[src/rtl/ram_arbiter.sv]
// Two-master arbiter in front of a single-port, byte-enabled, synchronous-read RAM.
// Fixed priority with an m1 starvation guard by default; define RAM_ARBITER_ROUND_ROBIN_EN for round robin.
module ram_arbiter #(
    parameter int unsigned STARVE_LIMIT = 8
) (
    input  logic        clk,
    input  logic        rst,

    input  logic        m0_req,
    output logic        m0_gnt,
    output logic        m0_rvalid,
    input  logic [31:0] m0_addr,
    input  logic        m0_we,
    input  logic [3:0]  m0_be,
    input  logic [31:0] m0_wdata,
    output logic [31:0] m0_rdata,

    input  logic        m1_req,
    output logic        m1_gnt,
    output logic        m1_rvalid,
    input  logic [31:0] m1_addr,
    input  logic        m1_we,
    input  logic [3:0]  m1_be,
    input  logic [31:0] m1_wdata,
    output logic [31:0] m1_rdata,

    output logic        ram_req,
    output logic [31:0] ram_addr,
    output logic        ram_we,
    output logic [3:0]  ram_be,
    output logic [31:0] ram_wdata,
    input  logic [31:0] ram_rdata
);

    logic owner_valid_q;
    logic owner_id_q;
    logic m1_win;

`ifdef RAM_ARBITER_ROUND_ROBIN_EN
    logic rr_q, rr_d;

    always_comb begin
        rr_d   = rr_q;
        m1_win = m1_req && (!m0_req || rr_q);
        // pointer moves to the loser of every granted access
        if (m0_req || m1_req) begin
            rr_d = !m1_win;
        end
    end

    always_ff @(posedge clk or posedge rst) begin
        if (rst) begin
            rr_q <= 1'b0;
        end else begin
            rr_q <= rr_d;
        end
    end
`else
    localparam logic [7:0] LIMIT = 8'(STARVE_LIMIT);
    logic [7:0] starve_q, starve_d;

    always_comb begin
        starve_d = '0;
        m1_win   = m1_req && (!m0_req || starve_q == LIMIT);
        if (m1_req && !m1_win) begin
            starve_d = (starve_q == LIMIT) ? starve_q : starve_q + 8'd1;
        end
    end

    always_ff @(posedge clk or posedge rst) begin
        if (rst) begin
            starve_q <= '0;
        end else begin
            starve_q <= starve_d;
        end
    end
`endif

    assign m1_gnt    = m1_win;
    assign m0_gnt    = m0_req && !m1_win;
    assign ram_req   = m0_gnt || m1_gnt;
    assign ram_addr  = m1_gnt ? m1_addr  : m0_addr;
    assign ram_we    = m1_gnt ? m1_we    : m0_we;
    assign ram_be    = m1_gnt ? m1_be    : m0_be;
    assign ram_wdata = m1_gnt ? m1_wdata : m0_wdata;

    always_ff @(posedge clk or posedge rst) begin
        if (rst) begin
            owner_valid_q <= 1'b0;
            owner_id_q    <= 1'b0;
        end else begin
            owner_valid_q <= ram_req;
            owner_id_q    <= m1_gnt;
        end
    end

    assign m0_rvalid = owner_valid_q && !owner_id_q;
    assign m1_rvalid = owner_valid_q && owner_id_q;
    assign m0_rdata  = ram_rdata;
    assign m1_rdata  = ram_rdata;

endmodule

[config.mk]
export PLATFORM = sky130hd
export DESIGN_NAME = ram_arbiter
export DESIGN_NICKNAME = d
export VERILOG_FILES = /design/src/rtl/ram_arbiter.sv
export SDC_FILE = /design/constraint.sdc
export NUM_CORES = 1
export LEC_CHECK = 0
export CAP_MARGIN = 20
export CELL_PAD_IN_SITES_DETAIL_PLACEMENT = 0
export CELL_PAD_IN_SITES_GLOBAL_PLACEMENT = 1
export CORE_AREA = 2 2 121 123
export DETAILED_ROUTE_END_ITERATION = 6
export DIE_AREA = 0 0 123 125
export PLACE_DENSITY_LB_ADDON = 0.1
export SLEW_MARGIN = 20
export SYNTH_ARGS = -nofsm -noshare
export SYNTH_HDL_FRONTEND = slang
export SYNTH_SLANG_ARGS = --single-unit
[constraint.sdc]
create_clock -name clk -period 5.3 [get_ports clk]
set_input_delay 0.53 -clock clk [delete_from_list [all_inputs] [get_ports clk]]
set_output_delay 0.53 -clock clk [all_outputs]
set_load 0.02 [all_outputs]
==> results of run 1 <==
## state kept, by name (all words and copies together) (netlist names)
| register | cells |
|---|---|
| owner_id_q | 1 |
| owner_valid_q | 1 |
| starve_q | 8 |
## per-stage QoR
stage               setup slack [ns]  cells  cell area (um^2)  utilization, %
floorplan                      3.069    192              2085               -
global placement               1.602    521              3928           27.65
detailed placement             1.568    521              3928           27.65
CTS                            1.546    524              4003           28.18
global route                   1.414    524              4003           28.18
finish                         1.602    525              4005           28.20
## worst max path at each step
stage | endpoint | slack, ns | depth (start not counted)
2_1_floorplan | ram_wdata[22] | 3.07 | 6
3_3_place_gp | ram_wdata[16] | 1.60 | 6
3_5_place_dp | ram_wdata[17] | 1.57 | 6
4_1_cts | ram_wdata[17] | 1.55 | 7
5_1_grt | ram_addr[14] | 1.41 | 7
6_report | ram_addr[14] | 1.60 | 7
## cells by family (layout without fill, tap and decap cells)
kind of cell             count (synthesis)  count (layout)  synth area share [%]
multiplexers                            69              69                 48.08
adder cells (fa/ha/maj)                  2               2                 1.200
XOR/XNOR                                 3               3                 1.261
AO/OA/AOI/OAI                            9               9                 2.941
flip-flops                              10              10                 12.00
buffers and inverters                   76             224                 27.73
other                                    0               1                     0
AND/OR/NAND/NOR                         23              23                 6.783
## layer usage
layer / routed length, um / track usage (%) / share of wire (%) / up-vias
met1: 3015 / 10.45 / 33 / 882
met5: 17 / 0 / 0.19 / -
met3: 1300 / 5.611 / 14 / 6
li1: - / - / - / 895
met2: 4785 / 21.32 / 52 / 126
met4: 38 / 1.671 / 0.41 / 2
## worst reg2reg max path: cells and delay by family (launching register included)
family          cells  cell delay [ns]
fa+ha+maj           1             0.19
buf+inv             3             0.64
flops               1             0.42
simple gates        1             0.25
compound gates      1             0.61
## power by group
group	total (uW)	switching, uW	internal [uW]
Clock	130	32.7	97.6
Sequential	79.6	1.36	78.2
Combinational	346	123	222
## placed cells by master, fill, tap and decap left out
cell type,count
and2_1,1
xor2_1,2
dfrtp_1,10
nor2b_1,2
nor2_1,5
ha_1,2
or2_2,1
nor4b_4,1
and4bb_1,1
a21oi_4,1
nand2_1,3
xnor2_1,1
inv_1,5
or3_1,3
a21oi_1,3
a21boi_0,1
clkdlybuf4s50_1,215
diode_2,1
mux2_4,60
nand4_1,1
clkbuf_16,3
a21o_1,1
buf_12,1
o21ai_0,3
nand3_1,4
mux2_1,9
nor3_1,1
## layout make-up
| class | count | share of cell area (%) |
|---|---|---|
| repair buffers | 216 | 54.23 |
| multi-input cells | 106 | 31.37 |
| flip-flops and latches | 10 | 6.248 |
| well taps | 184 | 5.748 |
| clock buffers | 3 | 1.874 |
| inverters | 5 | 0.4686 |
| diodes | 1 | 0.06248 |
==> flow_summary.toml, run 1 <==
[critical_path]
cp.arrival_ns = 3.17
rrSetupSlack_ns = 3.05
crit_buf_inv = 3
slowest_delay_ns = 0.61
worstPathRequired_ns = 4.77
critPathMaxFanout = 55
r2r_cells = 6
crit_slowest_cell = "a21oi_4"
path_class = "flop to output pin"
end_kind = "output pin"
startpoint = "starve_q[0]"
crit_family = "buffers and inverters"
cp-start-kind = "flop"
crit_chain = "inv_1 > ha_1 > and4bb_1 > a21oi_4 > buf_12 > mux2_4 > clkdlybuf4s50_1"
r2r_end = "owner_id_q"
reg2reg_from = "starve_q[0]"

[die]
start_util_pct = 14.68
ioPinCount = 312
num_rows = 44
core_region_area_um2 = 14200
die_w_um = 123
die_h_um = 125
die_area_um2 = 15380

[synthesis]
ys_top_cells_by_area = "mux2_4, buf_4, dfrtp_1"
syn_nets = 368
syn_area_per_cell_um2 = 10.86
synth_cells = 192
ys_seq_elements = 10
synth-seq-area-share_pct = 12.00
netlist_area_um2 = 2084
async_flop_share_pct = 100.0
netlist.area_leader.share_pct = 43.22
synth_commonest_cells = "buf_4, mux2_4, dfrtp_1, mux2_1, buf_6"
synth_edf_count = 0
synth_top_cell_by_area = "mux2_4"
yosys_warnings = 0
yosysMostFrequentCell = "buf_4"
synthFlopType = "dfrtp_1"
yosysUniqueCellTypes = 25

[power]
powerDensity_nw_per_um2 = 138.7
leakage_uw = 0.001693
p_total_uw = 555.6
ir_worst_vdd_mv = 0.1376

[final_layout]
drive_above_1_share_pct = 19.71
syn_to_final_growth_pct = 92.14
multi_input_area_um2 = 1256
nets = 518
seqCellArea_um2 = 250.2
fillers = 1488

[timing]
setup_viol = 0
clock-skew-final_ns = 0.002621
hold_viol = 0
tightest_slew_ns = 0.7253
fin_tns_setup_ns = 0
fmax_mhz = 270.4
finalCritPeriodShare_pct = 69.77
slew_viol_final = 0
hold_slack_ns = 0.5362
period_needed_ns = 3.698
slew_headroom_pct = 51.54
rsz0062_at_grt = "false"

[route]
via_per_inst = 3.640
wirelength_mm = 9.157
drcViolationCount = 0
ant_nets = 0
drt_iter0_markers = 29
first_pass_iters = 2
via_count = 1911
wl_per_cell_um = 17.44

[job]
cap_violations = 0

[grt]
grt_usage_pct = 11.06
first_global_vias = 1963
grt_pass1_wl_mm = 12.60
grt_max_degree = 56
antenna_found_initial = 2
overflow = 0

[clock_tree]
cts_max_path_buffers = 2
hold_buffers = 0
cts_buffers = 3
cts_root_buf = "clkbuf_16"
htree_levels = 1
cts_setup_buffers = 0
clk_latency_ns = 0.23
cts.sinks = 10
path_clk_slew_ns = 0.04
cts_tree = "yes"
cts.repair.resized = 0

[run_status]
status = "complete, no violations"

[min_path]
worstHoldStart = "starve_q[0]"
hp-class = "flop to flop"
holdPathStages = 1
hold_path_end = "starve_q[0]"

[placement]
portBuffers = 215
gp_congestion = 0.7512
place_hpwl_mm = 7.856
No activity file was read; power rests on OpenSTA's default activity.
==> inputs of run 2 (changes only) <==
Settings changed: CORE_AREA 2 2 121 123 to unset, CORE_UTILIZATION set to 15, DIE_AREA 0 0 123 125 to unset.
Clock period 5.3 ns to 3.55 ns, I/O delays scaled along.
==> flow_summary.toml, run 2 (synthesis gave the netlist of run 1 again) <==
[run_status]
status = "complete, no violations"

[grt]
overflow = 0
grt_usage_pct = 11.84
antenna_found_initial = 0
grt_pass1_wl_mm = 12.50
first_global_vias = 1897
grt_max_degree = 71

[final_layout]
instances_no_fill = 516
n_antenna_cell = 0
layout_commonest_cell = "clkdlybuf4s50_1"
multi_input_area_um2 = 1256
drive_above_1_share_pct = 19.71
reg_top3 = "starve_q: 8 flops, owner_id_q: 1 flops, owner_valid_q: 1 flops"
syn_to_final_growth_pct = 91.54
most-common-layout-cells = "clkdlybuf4s50_1, mux2_4, dfrtp_1, mux2_1"
fillers = 1366
regMostFlops = "starve_q"
seqCellArea_um2 = 250.2
largest_reg_flops = 8
nets = 518

[clock_tree]
htree_levels = 1
cts_buffers = 3
path_clk_slew_ns = 0.04
cts.repair.resized = 0
cts_tree = "yes"
cts_root_buf = "clkbuf_16"
hold_buffers = 0
clk_latency_ns = 0.23
cts_setup_buffers = 0
cts_max_path_buffers = 2
cts.sinks = 10

[timing]
period_needed_ns = 3.145
fmax_mhz = 317.9
fin_tns_setup_ns = 0
finalCritPeriodShare_pct = 88.60
slew_viol_final = 0
setup_viol = 0
tightest_slew_ns = 0.5768
clock-skew-final_ns = 0.001783
slew_headroom_pct = 61.55
hold_viol = 0
rsz0062_at_grt = "false"

[critical_path]
worstPathRequired_ns = 3.19
crit_chain = "inv_1 > ha_1 > and4bb_1 > a21oi_4 > buf_12 > mux2_1 > clkdlybuf4s50_1"
crit_slowest_cell = "clkdlybuf4s50_1"
end_kind = "output pin"
path_class = "flop to output pin"
critPathMaxFanout = 70
cp.arrival_ns = 2.79
cp-start-kind = "flop"
slowest_delay_ns = 0.55

[die]
core_region_area_um2 = 13400
die_w_um = 119.9
die_area_um2 = 14370
start_util_pct = 15.56
num_rows = 42
die_h_um = 119.9
ioPinCount = 312

[route]
via_count = 1877
wirelength_mm = 9.092
ant_nets = 0
first_pass_iters = 2
drt_iter0_markers = 57
drcViolationCount = 0
via_per_inst = 3.638
wl_per_cell_um = 17.62

[placement]
dpl.cell_count = 513
place_hpwl_mm = 7.729
gp_congestion = 0.7674
portBuffers = 215

[job]
cap_violations = 0

[power]
leakage_uw = 0.001693
powerDensity_nw_per_um2 = 209.0
ir_worst_vdd_mv = 0.3145

[min_path]
hp-class = "primary input to asynchronous set/reset pin"
==> run 2: cell count changes in the layout (fill, tap and decap cells not counted), sizes merged <==
| cell | delta |
|---|---|
| diode | -1 |
==> run 2: final cells by class <==
class / instances / share of cell area, %
timing repair buffer: 216 / 54.40
multi-input combinational: 106 / 31.46
sequential: 10 / 6.268
tap: 176 / 5.516
clock buffer: 3 / 1.880
inverter: 5 / 0.4701
==> run 2: metal layers <==
metal / vias up / track usage, % / part of all wire, % / routed length, um
li1: 890 / - / - / -
met1: 851 / 11.94 / 36 / 3286
met2: 134 / 22.51 / 52 / 4758
met3: 2 / 5.561 / 11 / 1025
met4: 0 / 1.328 / 0.24 / 22
met5: - / 0 / 0 / 0
==> run 2: critical path, delay by kind of cell (launching register included) <==
family / cells / cell delay, ns
buf+inv: 3 / 1.00
compound gates: 1 / 0.17
mux: 1 / 0.38
flops: 1 / 0.44
simple gates: 1 / 0.25
fa+ha+maj: 1 / 0.20
==> run 2: report_power, final <==
group	internal, uW	switching [uW]
Sequential	117	2.18
Clock	146	50.7
Combinational	332	186
Total	595	239
==> run 2: worst paths after layout <==
check / start / end / slack (ns) / cells after the start
worst max register to register: starve_q[0] / owner_id_q / 1.66 / 6
worst min-delay path: rst / owner_id_q / 0.42 / 2
worst max-delay path: starve_q[0] / ram_wdata[26] / 0.40 / 7
min in group clk: starve_q[0] / starve_q[0] / 0.56 / 1
worst min register to register: starve_q[0] / starve_q[0] / 0.56 / 1
max in group asynchronous: rst / starve_q[6] / 2.85 / 2
==> run 2: metrics by stage <==
stage               cell area, um^2  hold slack (ns)  util, %  worst slack, ns  total power (uW)
finish                         3993           0.4154    29.79           0.4048             834.4
global placement               3918           0.5459    29.23           0.6160             645.3
global route                   3993           0.4520    29.79           0.2634             872.6
floorplan                      2085           0.1952        -            1.494             450.5
CTS                            3993           0.4297    29.79           0.3873             846.1
detailed placement             3918           0.5629    29.23           0.6026             644.6
